## src/rtl/imem_pkg.sv

```systemverilog
// Shared types and helpers for the synchronous instruction memory.
package imem_pkg;

  localparam logic [31:0] NOP_DEFAULT = 32'h0000_0013;

  typedef enum logic {
    CLEAR = 1'b0,
    RUN   = 1'b1
  } imem_state_t;

  // Byte address to word index; the caller keeps the low idx_w bits.
  function automatic logic [31:0] word_idx(input logic [63:0] addr, input int idx_w);
    logic [63:0] mask;
    mask = (64'd1 << idx_w) - 64'd1;
    return 32'((addr >> 2) & mask);
  endfunction

endpackage

```

## src/rtl/imem_array.sv

```systemverilog
// DEPTH x XLEN simple dual-port RAM, registered read, read-before-write.
// Latency 1 cycle; no backpressure, a read is taken whenever re is high.
module imem_array #(
  parameter int               XLEN    = 32,
  parameter int               DEPTH   = 64,
  parameter int               IDX_W   = $clog2(DEPTH),
  parameter logic [XLEN-1:0]  RST_VAL = '0
) (
  input  logic              clk,
  input  logic              rst_n,
  input  logic              we,
  input  logic [IDX_W-1:0]  waddr,
  input  logic [XLEN-1:0]   wdata,
  input  logic              re,
  input  logic [IDX_W-1:0]  raddr,
  output logic [XLEN-1:0]   rdata
);

  logic [XLEN-1:0] mem [DEPTH];

  always_ff @(posedge clk) begin
    if (we) mem[waddr] <= wdata;
  end

  // Only the output register is reset; the array itself is cleared by the sweep.
  always_ff @(posedge clk or negedge rst_n) begin
    if (!rst_n)  rdata <= RST_VAL;
    else if (re) rdata <= mem[raddr];
  end

endmodule

```

## src/rtl/imem_sync.sv

```systemverilog
// Instruction memory: NOP clear sweep after reset, then load port + 1-cycle fetch.
// Both ports stall (ready low) during the sweep; optional IMEM_BOUNDS_CHECK_EN adds fetch faults.
module imem_sync
  import imem_pkg::*;
#(
  parameter int              XLEN     = 32,
  parameter int              DEPTH    = 64,
  parameter int              ADDR_W   = 32,
  parameter logic [XLEN-1:0] NOP_WORD = XLEN'(NOP_DEFAULT)
) (
  input  logic              clk,
  input  logic              reset_n,
  output logic              busy,
  input  logic              load_valid,
  output logic              load_ready,
  input  logic [ADDR_W-1:0] load_addr,
  input  logic [XLEN-1:0]   load_data,
  input  logic              fetch_req,
  output logic              fetch_ready,
  input  logic [ADDR_W-1:0] fetch_pc,
  output logic              fetch_valid,
  output logic [XLEN-1:0]   fetch_instr,
  output logic              fetch_fault
);

  localparam int IDX_W = $clog2(DEPTH);

  imem_state_t      state, state_nxt;
  logic [IDX_W-1:0] clr_idx;
  logic [31:0]      fetch_word, load_word;
  logic [IDX_W-1:0] fetch_idx, load_idx;
  logic             fetch_acc, load_acc, fetch_bad, load_bad;
  logic             we, re;
  logic [IDX_W-1:0] waddr;
  logic [XLEN-1:0]  wdata, rdata;
  logic             unused_idx_bits;

  assign fetch_word = word_idx(64'(fetch_pc), IDX_W);
  assign load_word  = word_idx(64'(load_addr), IDX_W);
  assign fetch_idx  = fetch_word[IDX_W-1:0];
  assign load_idx   = load_word[IDX_W-1:0];
  assign unused_idx_bits = ^{fetch_word[31:IDX_W], load_word[31:IDX_W]};

  always_ff @(posedge clk or negedge reset_n) begin
    if (!reset_n) state <= CLEAR;
    else          state <= state_nxt;
  end

  always_comb begin
    state_nxt = state;
    if (state == CLEAR && clr_idx == IDX_W'(DEPTH - 1)) state_nxt = RUN;
  end

  always_comb begin
    busy        = 1'b1;
    load_ready  = 1'b0;
    fetch_ready = 1'b0;
    if (state == RUN) begin
      busy        = 1'b0;
      load_ready  = 1'b1;
      fetch_ready = 1'b1;
    end
  end

  always_ff @(posedge clk or negedge reset_n) begin
    if (!reset_n)            clr_idx <= '0;
    else if (state == CLEAR) clr_idx <= clr_idx + 1'b1;
  end

`ifdef IMEM_BOUNDS_CHECK_EN
  localparam logic [63:0] LIMIT = 64'(DEPTH) * 64'd4;
  logic fault_q;

  assign fetch_bad = (fetch_pc[1:0] != 2'b00) || (64'(fetch_pc) >= LIMIT);
  assign load_bad  = (load_addr[1:0] != 2'b00) || (64'(load_addr) >= LIMIT);

  always_ff @(posedge clk or negedge reset_n) begin
    if (!reset_n)       fault_q <= 1'b0;
    else if (fetch_acc) fault_q <= fetch_bad;
  end

  // A faulted fetch skips the array read, so the stale rdata is masked to NOP.
  assign fetch_fault = fetch_valid & fault_q;
  assign fetch_instr = fault_q ? NOP_WORD : rdata;
`else
  assign fetch_bad   = 1'b0;
  assign load_bad    = 1'b0;
  assign fetch_fault = 1'b0;
  assign fetch_instr = rdata;
`endif

  assign fetch_acc = fetch_req & fetch_ready;
  assign load_acc  = load_valid & load_ready;

  assign we    = (state == CLEAR) | (load_acc & ~load_bad);
  assign waddr = (state == CLEAR) ? clr_idx : load_idx;
  assign wdata = (state == CLEAR) ? NOP_WORD : load_data;
  assign re    = fetch_acc & ~fetch_bad;

  always_ff @(posedge clk or negedge reset_n) begin
    if (!reset_n) fetch_valid <= 1'b0;
    else          fetch_valid <= fetch_acc;
  end

  imem_array #(
    .XLEN    (XLEN),
    .DEPTH   (DEPTH),
    .IDX_W   (IDX_W),
    .RST_VAL (NOP_WORD)
  ) u_array (
    .clk   (clk),
    .rst_n (reset_n),
    .we    (we),
    .waddr (waddr),
    .wdata (wdata),
    .re    (re),
    .raddr (fetch_idx),
    .rdata (rdata)
  );

endmodule

```

## config.mk

```make
export PLATFORM = sky130hd
export DESIGN_NAME = imem_sync
export DESIGN_NICKNAME = d
export VERILOG_FILES = /design/src/rtl/imem_pkg.sv /design/src/rtl/imem_array.sv /design/src/rtl/imem_sync.sv
export SDC_FILE = /design/constraint.sdc
export NUM_CORES = 2
export LEC_CHECK = 0
export BUFFER_PORTS_ARGS = -buffer_cell sky130_fd_sc_hd__buf_4
export CORE_UTILIZATION = 40
export DETAILED_ROUTE_END_ITERATION = 8
export RECOVER_POWER = 100
export SETUP_SLACK_MARGIN = 0.1
export SKIP_CTS_REPAIR_TIMING = 1
export SYNTH_ARGS = -nofsm -noshare
export SYNTH_HDL_FRONTEND = slang
export SYNTH_SLANG_ARGS = --single-unit
```

## constraint.sdc

```tcl
create_clock -name clk -period 3.8 [get_ports clk]
set_input_delay 0.95 -clock clk [delete_from_list [all_inputs] [get_ports clk]]
set_output_delay 0.95 -clock clk [all_outputs]
set_load 0.005 [all_outputs]
```

# Yosys cells after proc, flatten, opt, wreduce, memory -nomap -nowiden

Memories as Yosys holds them, arrays and structs flattened. A register that Yosys moved wholly into a read port is not among the register bits.
Index checks and enable logic that the tools add are counted.

Reductions and logical operators: 2
Bitwise gates (word level): 4
Mux-type cells: 6
$add $sub $neg: 1
Equality and inequality tests: 1

Operators with widths:

| cell                | count |
|---|---|
| $mux 32             | 1 |
| $add 6x1->6 const B | 1 |
| $eq 6x6->1 const B  | 1 |
| $mux 6              | 1 |
| $mux 1              | 4 |
| $and 1x1->1         | 2 |
| $logic_and 1x1->1   | 1 |
| $logic_not 1->1     | 1 |
| $not 1->1           | 1 |
| $or 1x1->1          | 1 |

Register bits: 8
Bits in writable memories: 2048
Memories kept: 1
Word-level logic and storage cells: 18
Input port bits: 100
Output and inout port bits: 37

Memory list:

| memory      | words | bits a word | rd ports | clocked after memory_dff | wr ports | RTL line         | RTL |
|---|---|---|---|---|---|---|---|
| u_array.mem | 64    | 32          | 1        | 1                        | 1        | imem_array.sv:19 | `logic [XLEN-1:0] mem [DEPTH];` |

# Logic depth before layout (Yosys ltp)

Word-level depth: 5
Mapped depth: 10
Depth with buffers taken out: 6

# Hierarchy

From an unflattened synthesis, not the netlist that was laid out.

Cell total of the unflattened synthesis: 3915
Area, all modules: 80669.9 sq um

By module, submodules not included:

| module     | area an instance (sq um) | times used | cells an instance |
|---|---|---|---|
| imem_array | 79994.2                  | 1          | 3843 |
| imem_sync  | 675.6                    | 1          | 72 |

# Least setup slack after synthesis

Ideal clock, no wire load.

Kind: input -> register
From: input load_addr[4]
To: memory u_array.mem[0][0], enable pin
Stages on the path: 4
Path buffers: 0
Path slack: 0.442 ns
Arrival: 2.937 ns
Path through: nand2b_1 a21oi_1 nand2_1 nor2_1

Cells in the longest elaborated chain, start to end: 1

Ends and longest elaborated chain:

| element            | RTL line         | RTL |
|---|---|---|
| start: declaration | imem_sync.sv:16  | `input logic [ADDR_W-1:0] load_addr,` |
| $mux 6             | imem_sync.sv:96  | `assign waddr = (state == CLEAR) ? clr_idx : load_idx;` |
| end: declaration   | imem_array.sv:19 |  |

No other way between the ends.

# Worst setup path after layout

From: register state
To: memory u_array.mem[29][2], enable pin

Cells in the longest elaborated chain, start to end: 5

Ends and longest elaborated chain:

| element                      | RTL line         | RTL |
|---|---|---|
| start: declaration           | imem_sync.sv:28  | `imem_state_t state, state_nxt;` |
| start signal: assignment     | imem_sync.sv:46  | `else state <= state_nxt;` |
| $mux 1                       | imem_sync.sv:58  | `if (state == RUN) begin` |
| $and 1x1->1                  | imem_sync.sv:93  | `assign load_acc = load_valid & load_ready;` |
| $or 1x1->1                   | imem_sync.sv:95  | `assign we = (state == CLEAR) \| (load_acc & ~load_bad);` |
| $mux 1                       | imem_array.sv:22 | `if (we) mem[waddr] <= wdata;` |
| $mux 1 (implied by the code) | imem_array.sv:22 |  |

Parallel ways exist; a longest one is shown, timed or not.

==> run metrics <==
Yosys top cell area share=77.2%; hold crit path type=in -> reg; Row Count=between 150 and 200; Total GRT Usage=19.7%; critical path class=reg -> reg; Gate Count Post-Synth=3699; CP required=4.23 ns; most frequent cells in the layout=edfxtp_1, mux4_2, mux2i_1, clkbuf_16, a22oi_1; Critical Path Source=state; Least-Margin Pin Slew=2.68 ns; sequential power share=54.7%; Routed Antenna Nets=0; fin nets=roughly 4000; Power Total=45.5 mW; number of global-route vias before repair=between 30000 and 40000; failing checks=capacitance limit, slew limit; Worst EP arrival=3.92 ns; Clock power frac=42.7%; synthesized area=~0.08 mm^2; top sig layer=met5; via count=about 39000; #FFs+latches synth=2088; grt ovf=0; P_sw=9.16 mW; run status=finished, violations left; max_slew headroom=-78.6%; full die area=0.201 mm^2; Largest stage delay, worst path=0.66 ns; Peak Freq=287 MHz; fin util=46.2%; drt via density=5.69; syn nets=3800; sequential element share of the synthesized area=78.4%; Switching Fraction=20.1%; Slew Limit Fails=954; synth unique cells=48; DP HPWL=~110000 um; min-delay src=fetch_req; Reg-to-Reg Start=state; Synth Area per Inst=~22 um^2; Comb pwr share=2.6%; max-cap violations=22; largest net degree at the start of global routing=65; first-pass GRT wire length=between 200000 and 300000 um; Clock Path Buffers=3; Tcrit/Tclk final=91.8%; most common cell after layout, fill and taps aside=edfxtp_1; PortBufs=83; synth top area cells=edfxtp_1, mux4_2, mux2i_1; critical path's slowest cell=dfrtp_2; Initial DRT Pass Iterations=6; Met2 Wirelength=around 98000 um; setup TNS=0 ns; worst-path cell chain=buf_4, nand2_1, o22ai_1, nand2_1, clkbuf_1, nor2_4, clkbuf_4; Worst Clk Skew=0.0398 ns; H-Tree Depth=4; Metal-1 WL=83800 um; VDD IR max=0.000506 V; initial antenna violation count=4; pwr dens=approximately 500 mW/mm^2; Main synth FF type=edfxtp_1; crit-path max FO=32; die height=448 um; die width=about 450 um; Starting Density=40.3%; CTS buffer count=200; internal cell power=~36 mW; # DRC=0; Async SR Flop Fraction=under 10%; CTS Root Buffer Type=clkbuf_16; final-layout fill cell count=16375; number of flops mapped to enable cells by yosys=a little over 2000; RSZ-0062 raised after global routing=no; insertion delay to the later sink of the worst-skew pair=0.84 ns; initial DRC count=4008; Critical Path Source Type=flip-flop; routed wl met3=between 10000 and 15000 um; routed len/inst=29.4 um; Leak=roughly 24 nW; Layout area overhead=14.6%; final count of negative-setup-slack endpoints=0; Worst-path clk slew=0.06 ns; sinks on the clock net=2088; CTS tree=yes; CP most frequent cell=nand2_1; Top Ports=137; final hold violations=0; Core ar.=0.198 mm^2; layout cells sized above 1=between 20% and 30%; Period minus WS final=between 3 and 4 ns; GP Congestion=between 0.8 and 0.9; Worst setup EP type=flip-flop; area leader, netlist=edfxtp_1; Detailed Route WL=between 150000 and 200000 um; Yosys Warn Count=0
-- cell families (layout without fill, tap and decap cells) --
group,Yosys count,after routing,synth area share [%]
AO/OA/AOI/OAI,366,366,3.34
XOR/XNOR,5,5,0.0550
adder cells (fa/ha/maj),1,1,0.0157
buffers and inverters,219,648,1.41
flip-flops,2088,2088,78.4
multiplexers,676,676,14.5
other,1,4,0.00471
AND/OR/NAND/NOR,343,343,2.20
-- layout make-up --
cell class              instances  area, um^2  share of cell area, %
well taps                    2640        3300                   3.62
clock buffers                 260        5370                   5.89
multi-input cells            1392       16400                   18.0
diodes                          3        7.51                0.00822
clock inverters               107        1000                   1.10
repair buffers                278        2660                   2.91
inverters                       3        11.3                 0.0123
flip-flops and latches       2088       62500                   68.5
-- metal layers --
metal	GRT usage, %	vias up
met5	0	-
met4	6.13	2
met3	3.01	286
met2	32.3	1260
met1	27.3	20864
li1	-	16106
-- registers in the layout (all words and copies together) (netlist names) --
register,count
u_array.mem,2048
clr_idx,6
u_array.rdata,32
fetch_valid,1
state,1
-- worst paths after layout --
path                       cells after the start  slack, ns                 end
min in group asynchronous                      1       0.94    u_array.rdata[2]
hold / removal                                 3       0.36         fetch_valid
hold reg to reg                                1       0.53          clr_idx[2]
setup / recovery                               7       0.31  u_array.mem[29][2]
setup reg to reg                               7       0.31  u_array.mem[29][2]
max in group asynchronous                      1       1.07               state
-- cells in the mapped netlist (2+ instances only) --
| library cell | number |
|---|---|
| a221o_1 | 32 |
| nand4_1 | 33 |
| or3_1 | 33 |
| o22ai_1 | 65 |
| nor2b_1 | 35 |
| clkbuf_1 | 86 |
| buf_6 | 17 |
| o21ai_0 | 3 |
| nand2b_1 | 6 |
| edfxtp_1 | 2048 |
| nand3_1 | 68 |
| nor3b_1 | 2 |
| o31ai_1 | 2 |
| buf_2 | 81 |
| a21oi_1 | 33 |
| dfstp_2 | 3 |
| xnor2_1 | 4 |
| mux2i_1 | 289 |
| a22oi_1 | 161 |
| nand2_1 | 57 |
| mux2_2 | 3 |
| and2_1 | 30 |
| dfrtp_1 | 37 |
| or3b_2 | 2 |
| a211oi_1 | 62 |
| nor2_1 | 71 |
| buf_1 | 13 |
| inv_1 | 2 |
| mux4_2 | 384 |
| buf_4 | 19 |
-- metrics by stage --
step	instances	hold slack [ns]	instance area, um^2	setup slack, ns
3_5_place_dp	6401	0.501	85700	0.360
3_3_place_gp	6401	0.504	85700	0.333
2_1_floorplan	3699	0.479	79700	0.442
6_report	6771	0.359	91300	0.310
4_1_cts	6768	0.0814	92000	0.656
5_1_grt	6768	0.340	91300	0.248
-- critical path: cells and delay by family, from the launching register on --
family	cells	cell delay [ns]
buffers and inverters	3	1.41
DFF	1	0.66
and+or+nand+nor	3	0.71
AOI/OAI and AO/OA	1	0.26
-- power by group through the flow --
stage          logic (mW)  clock network (mW)  registers (mW)
2_1_floorplan       0.689                   0            25.4
3_5_place_dp         1.18                   0            25.4
6_report             1.17                19.4            24.9
3_3_place_gp         1.18                   0            25.4
5_1_grt              1.22                20.6            24.9
4_1_cts              1.18                19.7            24.9
Note: power is estimated with default switching activity, not from simulation.
